**config.mk**
```make
export PLATFORM = sky130hd
export DESIGN_NAME = lsu_stage
export DESIGN_NICKNAME = d
export VERILOG_FILES = /design/src/rtl/lsu_stage.sv
export SDC_FILE = /design/constraint.sdc
export NUM_CORES = 1
export LEC_CHECK = 0
export ABC_AREA = 1
export ABC_CLOCK_PERIOD_IN_PS = 3430
export CAP_MARGIN = 40
export CORE_MARGIN = 8
export CORE_UTILIZATION = 30
export CTS_CLUSTER_SIZE = 28
export DETAILED_ROUTE_END_ITERATION = 7
export DONT_BUFFER_PORTS = 1
export GPL_ROUTABILITY_DRIVEN = 0
export GPL_TIMING_DRIVEN = 0
export MAX_ROUTING_LAYER = met4
export PLACE_DENSITY = 0.52
export SLEW_MARGIN = 10
export SYNTH_ARGS = -nofsm -noshare
export SYNTH_HDL_FRONTEND = slang
export SYNTH_SLANG_ARGS = --single-unit
```
**constraint.sdc**
```tcl
create_clock -name clk -period 3.43 [get_ports clk]
set_input_delay 0.5145 -clock clk [delete_from_list [all_inputs] [get_ports clk]]
set_output_delay 0.5145 -clock clk [all_outputs]
set_load 0.05 [all_outputs]
```
**src/rtl/lsu_stage.sv**
```systemverilog
// lsu_stage: single-outstanding load/store stage between execute and writeback.
// Optional misaligned-access trap enabled by defining LSU_MISALIGN_TRAP_EN.
module lsu_stage (
  input  logic        clk,
  input  logic        rst_n,
  input  logic        in_valid,
  output logic        in_ready,
  input  logic [31:0] in_addr,
  input  logic [31:0] in_wdata,
  input  logic [3:0]  in_func,
  input  logic [4:0]  in_rd,
  output logic        mem_req_valid,
  input  logic        mem_req_ready,
  output logic [31:0] mem_addr,
  output logic        mem_wen,
  output logic [3:0]  mem_wmask,
  output logic [31:0] mem_wdata,
  input  logic        mem_rsp_valid,
  input  logic [31:0] mem_rdata,
  output logic        out_valid,
  input  logic        out_ready,
  output logic [31:0] out_data,
  output logic [4:0]  out_rd,
  output logic        out_we,
  output logic        out_err
);

  typedef enum logic [1:0] {
    S_IDLE = 2'd0,
    S_REQ  = 2'd1,
    S_WAIT = 2'd2,
    S_DONE = 2'd3
  } state_t;

  state_t      r_state;
  state_t      w_state_nxt;

  logic [3:0]  r_func;
  logic [4:0]  r_rd;
  logic [1:0]  r_lane;
  logic        r_in_ready;
  logic        r_mem_req_valid;
  logic [31:0] r_mem_addr;
  logic        r_mem_wen;
  logic [3:0]  r_mem_wmask;
  logic [31:0] r_mem_wdata;
  logic        r_out_valid;
  logic [31:0] r_out_data;
  logic [4:0]  r_out_rd;
  logic        r_out_we;
  logic        r_out_err;

  logic        w_accept;
  logic        w_rsp;
  logic        w_misalign;
  logic [3:0]  w_wmask;
  logic [31:0] w_wdata;
  logic [31:0] w_load;

  function automatic logic [3:0] f_store_mask(input logic [1:0] size, input logic [1:0] lane);
    case (size)
      2'b00:   f_store_mask = 4'b0001 << lane;
      2'b01:   f_store_mask = 4'b0011 << {lane[1], 1'b0};
      default: f_store_mask = 4'b1111;
    endcase
  endfunction

  function automatic logic [31:0] f_store_data(input logic [1:0] size, input logic [31:0] wd);
    case (size)
      2'b00:   f_store_data = {4{wd[7:0]}};
      2'b01:   f_store_data = {2{wd[15:0]}};
      default: f_store_data = wd;
    endcase
  endfunction

  // Lane select ignores the low bits a naturally aligned access would not use.
  function automatic logic [31:0] f_load_ext(input logic is_unsigned, input logic [1:0] size,
                                             input logic [1:0] lane, input logic [31:0] rd);
    logic [7:0]  b;
    logic [15:0] h;
    b = rd[{lane, 3'b000} +: 8];
    h = rd[{lane[1], 4'b0000} +: 16];
    case (size)
      2'b00:   f_load_ext = is_unsigned ? {24'd0, b} : {{24{b[7]}}, b};
      2'b01:   f_load_ext = is_unsigned ? {16'd0, h} : {{16{h[15]}}, h};
      default: f_load_ext = rd;
    endcase
  endfunction

`ifdef LSU_MISALIGN_TRAP_EN
  // Misalignment check on the incoming access.
  always_comb begin
    w_misalign = 1'b0;
    case (in_func[1:0])
      2'b00:   w_misalign = 1'b0;
      2'b01:   w_misalign = in_addr[0];
      default: w_misalign = (in_addr[1:0] != 2'b00);
    endcase
  end
`else
  assign w_misalign = 1'b0;
`endif

  assign w_accept = (r_state == S_IDLE) && in_valid;
  assign w_rsp    = (r_state == S_WAIT) && mem_rsp_valid;
  assign w_wmask  = f_store_mask(in_func[1:0], in_addr[1:0]);
  assign w_wdata  = f_store_data(in_func[1:0], in_wdata);
  assign w_load   = f_load_ext(r_func[2], r_func[1:0], r_lane, mem_rdata);

  // State register.
  always_ff @(posedge clk or negedge rst_n) begin
    if (!rst_n) begin
      r_state <= S_IDLE;
    end else begin
      r_state <= w_state_nxt;
    end
  end

  // Next-state logic.
  always_comb begin
    w_state_nxt = r_state;
    case (r_state)
      S_IDLE: begin
        if (in_valid) begin
          w_state_nxt = w_misalign ? S_DONE : S_REQ;
        end else begin
          w_state_nxt = S_IDLE;
        end
      end
      S_REQ: begin
        if (mem_req_ready) begin
          w_state_nxt = S_WAIT;
        end else begin
          w_state_nxt = S_REQ;
        end
      end
      S_WAIT: begin
        if (mem_rsp_valid) begin
          w_state_nxt = S_DONE;
        end else begin
          w_state_nxt = S_WAIT;
        end
      end
      S_DONE: begin
        if (out_ready) begin
          w_state_nxt = S_IDLE;
        end else begin
          w_state_nxt = S_DONE;
        end
      end
      default: w_state_nxt = S_IDLE;
    endcase
  end

  // Handshake flags registered from the next state so they line up with it.
  always_ff @(posedge clk or negedge rst_n) begin
    if (!rst_n) begin
      r_in_ready      <= 1'b1;
      r_mem_req_valid <= 1'b0;
      r_out_valid     <= 1'b0;
    end else begin
      r_in_ready      <= (w_state_nxt == S_IDLE);
      r_mem_req_valid <= (w_state_nxt == S_REQ);
      r_out_valid     <= (w_state_nxt == S_DONE);
    end
  end

  // Access capture, bus fields and writeback result.
  always_ff @(posedge clk or negedge rst_n) begin
    if (!rst_n) begin
      r_func      <= 4'd0;
      r_rd        <= 5'd0;
      r_lane      <= 2'd0;
      r_mem_addr  <= 32'd0;
      r_mem_wen   <= 1'b0;
      r_mem_wmask <= 4'd0;
      r_mem_wdata <= 32'd0;
      r_out_data  <= 32'd0;
      r_out_rd    <= 5'd0;
      r_out_we    <= 1'b0;
      r_out_err   <= 1'b0;
    end else begin
      if (w_accept) begin
        r_func <= in_func;
        r_rd   <= in_rd;
        r_lane <= in_addr[1:0];
      end
      if (w_accept && !w_misalign) begin
        r_mem_addr  <= {in_addr[31:2], 2'b00};
        r_mem_wen   <= in_func[3];
        r_mem_wmask <= in_func[3] ? w_wmask : 4'd0;
        r_mem_wdata <= in_func[3] ? w_wdata : 32'd0;
      end
      if (w_accept && w_misalign) begin
        r_out_data <= 32'd0;
        r_out_rd   <= in_rd;
        r_out_we   <= 1'b0;
        r_out_err  <= 1'b1;
      end else if (w_rsp) begin
        r_out_data <= r_func[3] ? 32'd0 : w_load;
        r_out_rd   <= r_rd;
        r_out_we   <= ~r_func[3];
        r_out_err  <= 1'b0;
      end
    end
  end

  assign in_ready      = r_in_ready;
  assign mem_req_valid = r_mem_req_valid;
  assign mem_addr      = r_mem_addr;
  assign mem_wen       = r_mem_wen;
  assign mem_wmask     = r_mem_wmask;
  assign mem_wdata     = r_mem_wdata;
  assign out_valid     = r_out_valid;
  assign out_data      = r_out_data;
  assign out_rd        = r_out_rd;
  assign out_we        = r_out_we;
  assign out_err       = r_out_err;

endmodule

```
==> flow_summary.toml <==
[status]
status = "complete, no violations"

[finish]
layout.nets = 832
layout-drive-gt1-share_pct = 8.72
syn2layout_area_growth_pct = 16.5
multiInputGateArea_um2 = 2130
final_common_cell = "nand2_1"
ff_latch_area_um2 = 3000
final.fill_count = 1906
layout_common_cells = "nand2_1, dfrtp_1, o21ai_0"

[detailed_routing]
postRouteAntennaNets = 0
drtIter0Drc = 252
wl_per_cell_um = 19.0
wl_met2_mm = 8.37
met3_length_mm = 2.47
wl_met1_mm = 7.34
first_pass_iters = 4
drc = 0
highest_layer = "met4"
via_per_inst = 4.74
drt_wl_total_mm = 18.3
vias = 4572

[floorplan]
die_x_um = 151
start_util_pct = 30.5
io_pins = 222
dieArea_um2 = 22700
rows = 49
core_area_um2 = 17900
die_y_um = 151

[critical_path]
crit_required_ps = 3750
worstRegToRegCells = 6
critPathSlowestCell = "dfrtp_1"
worst-path-max-fanout = 10
crit_arrival_ps = 2040
cp_slowest_stage_delay_ps = 390
crit_path_cell_trace = "inv_1, nand3_2, inv_2, nand2_1, clkbuf_1, o21ai_0"
start_kind = "flop"
critPathKind = "flop to flop"
critPathCaptureType = "flop"

[timing]
rsz0062_at_grt = "no"
finalMaxSlewViolations = 0
finalHoldViolations = 0
max_slew_margin_pct = 55.9
tns_ps = 0
max_freq_ghz = 0.582
fin_worst_skew_ps = 11.1
period_share_pct = 50.1
final-setup-viol-count = 0
finalCriticalPeriod_ps = 1720
tightest_slew_ps = 662

[clocking]
cts-root-buf = "clkbuf_16"
cts_tree = "done"
cts_setup_buffers = 0
htree_num_levels = 4
ctsLongestPathBuffers = 2
cts.sinks = 120
clk_latency_ps = 410
clkSlewWorstSetupHoldPaths_ps = 70
cts_made_buffers = 17
cts_resized = 0

[yosys]
yosysWarnings = 0
synthTopCellsByArea = "dfrtp_1, nand2_1, o21ai_0, nor2_1, a21oi_1"
netlist_instances = 699
syn-cell-area_um2 = 5450
avgSynthCellArea_um2 = 7.80
ys_seq_area_share_pct = 55.1
ys_ff_latch = 120
yosysUniqueCellTypes = 28
synth_area_leader_cell = "dfrtp_1"
synth_top_area_share_pct = 54.6

[pwr]
power_density_nw_per_um2 = 1240
pwr-share-clk_pct = 22.3
pwr-share-comb_pct = 21.3
swShare_pct = 55.1
total_power_uw = 7870
internal_power_uw = 3530
leakagePower_uw = 0.00332
switching_power_uw = 4340
seq_power_share_pct = 56.4
ir_worst_vdd_mv = 0.475

[global_routing]
grtUsageTotal_pct = 16.3
grt_pass1_wl_mm = 27.1
gr-total-overflow = 0
grt_max_degree = 121
grt_pass1_vias = 4564
antenna_found_initial = 1

[hold_path]
worstHoldPathType = "primary input to asynchronous set/reset pin"

[job]
cap_violations = 0

[placed_design]
io_buffer_count = 0
dp_hpwl_mm = 13.8
layout make-up:
class | instances | area share [%]
multi-input combinational | 508 | 33.6
inverter | 35 | 2.19
sequential | 120 | 47.3
clock buffer | 17 | 6.70
buffer | 38 | 2.91
timing repair buffer | 1 | 0.433
antenna | 1 | 0.0394
tap | 229 | 4.51
clock inverter | 15 | 2.38
stage by stage:
stage / utilization (%) / instance area, µm² / setup slack (ps) / instances / hold slack [ps]
after floorplan: - / 5460 / 2020 / 701 / 219
after global placement: 32.1 / 5750 / 1550 / 930 / 222
after detailed placement: 32.1 / 5750 / 1540 / 930 / 223
after CTS: 35.5 / 6350 / 1700 / 963 / 78.4
after global routing: 35.5 / 6350 / 1470 / 964 / 31.2
final: 35.5 / 6350 / 1710 / 964 / 42.0
power by group through the flow:
stage          Combinational, µW  Sequential, µW  Clock (µW)
2_1_floorplan               1310            4270           0
3_3_place_gp                1640            4490           0
3_5_place_dp                1680            4480           0
4_1_cts                     1710            4470        1790
5_1_grt                     1950            4530        1860
6_report                    1680            4440        1750
timing repair:
action / in CTS / in global routing
endpoints found under the setup margin: 0 / 0
hold buffers: 1 / 0
endpoints found under the hold margin: 120 / 0
path summary, 6_finish.rpt:
path	start	to	slack, ps
min	rst_n	out_data[2]	40
min in group clk	in_addr[16]	mem_addr[16]	210
max	r_state[1]	mem_wdata[7]	1710
max in group asynchronous	rst_n	r_lane[0]	2860
min reg2reg	r_rd[1]	r_rd[1]	480
max reg2reg	r_state[1]	mem_wdata[7]	1710
sequential cells by signal, indices dropped and copies added, names as in the netlist, 2 cells and up:
| name | flops |
|---|---|
| r_lane | 2 |
| r_func | 4 |
| out_rd | 5 |
| r_state | 2 |
| out_data | 32 |
| mem_addr | 30 |
| mem_wdata | 32 |
| r_rd | 5 |
| mem_wmask | 4 |
synth_stat cells:
library cell	number
o211ai_1	1
buf_2	10
and3_1	1
conb_1	1
buf_6	2
buf_1	2
nor2_8	1
clkbuf_1	20
inv_1	29
nand3_4	1
clkinv_1	1
dfstp_2	1
nor3_1	9
inv_2	4
buf_4	4
inv_8	1
o21ai_0	71
nand2_4	2
a21oi_1	22
nand3_2	1
nor2_1	40
nor2_2	1
nand2_1	332
dfrtp_1	119
nand2_2	3
o31ai_1	1
nand3_1	17
o22ai_1	2
worst max-delay path, delay by kind of cell, from the launching register on:
family          cells  cell delay (ps)
buf+inv             3              580
simple gates        2              410
flops               1              390
compound gates      1              250
kinds of logic (layout without fill, tap and decap cells):
logic type	after synthesis	after routing	synth area share [%]
other	1	4	0.0688
buffers and inverters	73	106	5.94
and+or+nand+nor	408	408	29.9
DFF	120	120	55.1
AOI/OAI and AO/OA	97	97	9.04
metal layers:
metal / vias up / global-route usage (%)
met5: - / -
li1: 2243 / -
met4: 0 / 4.45
met3: 10 / 8.99
met1: 2133 / 18.4
met2: 186 / 24.6
Note: power is estimated with default switching activity, not from simulation.
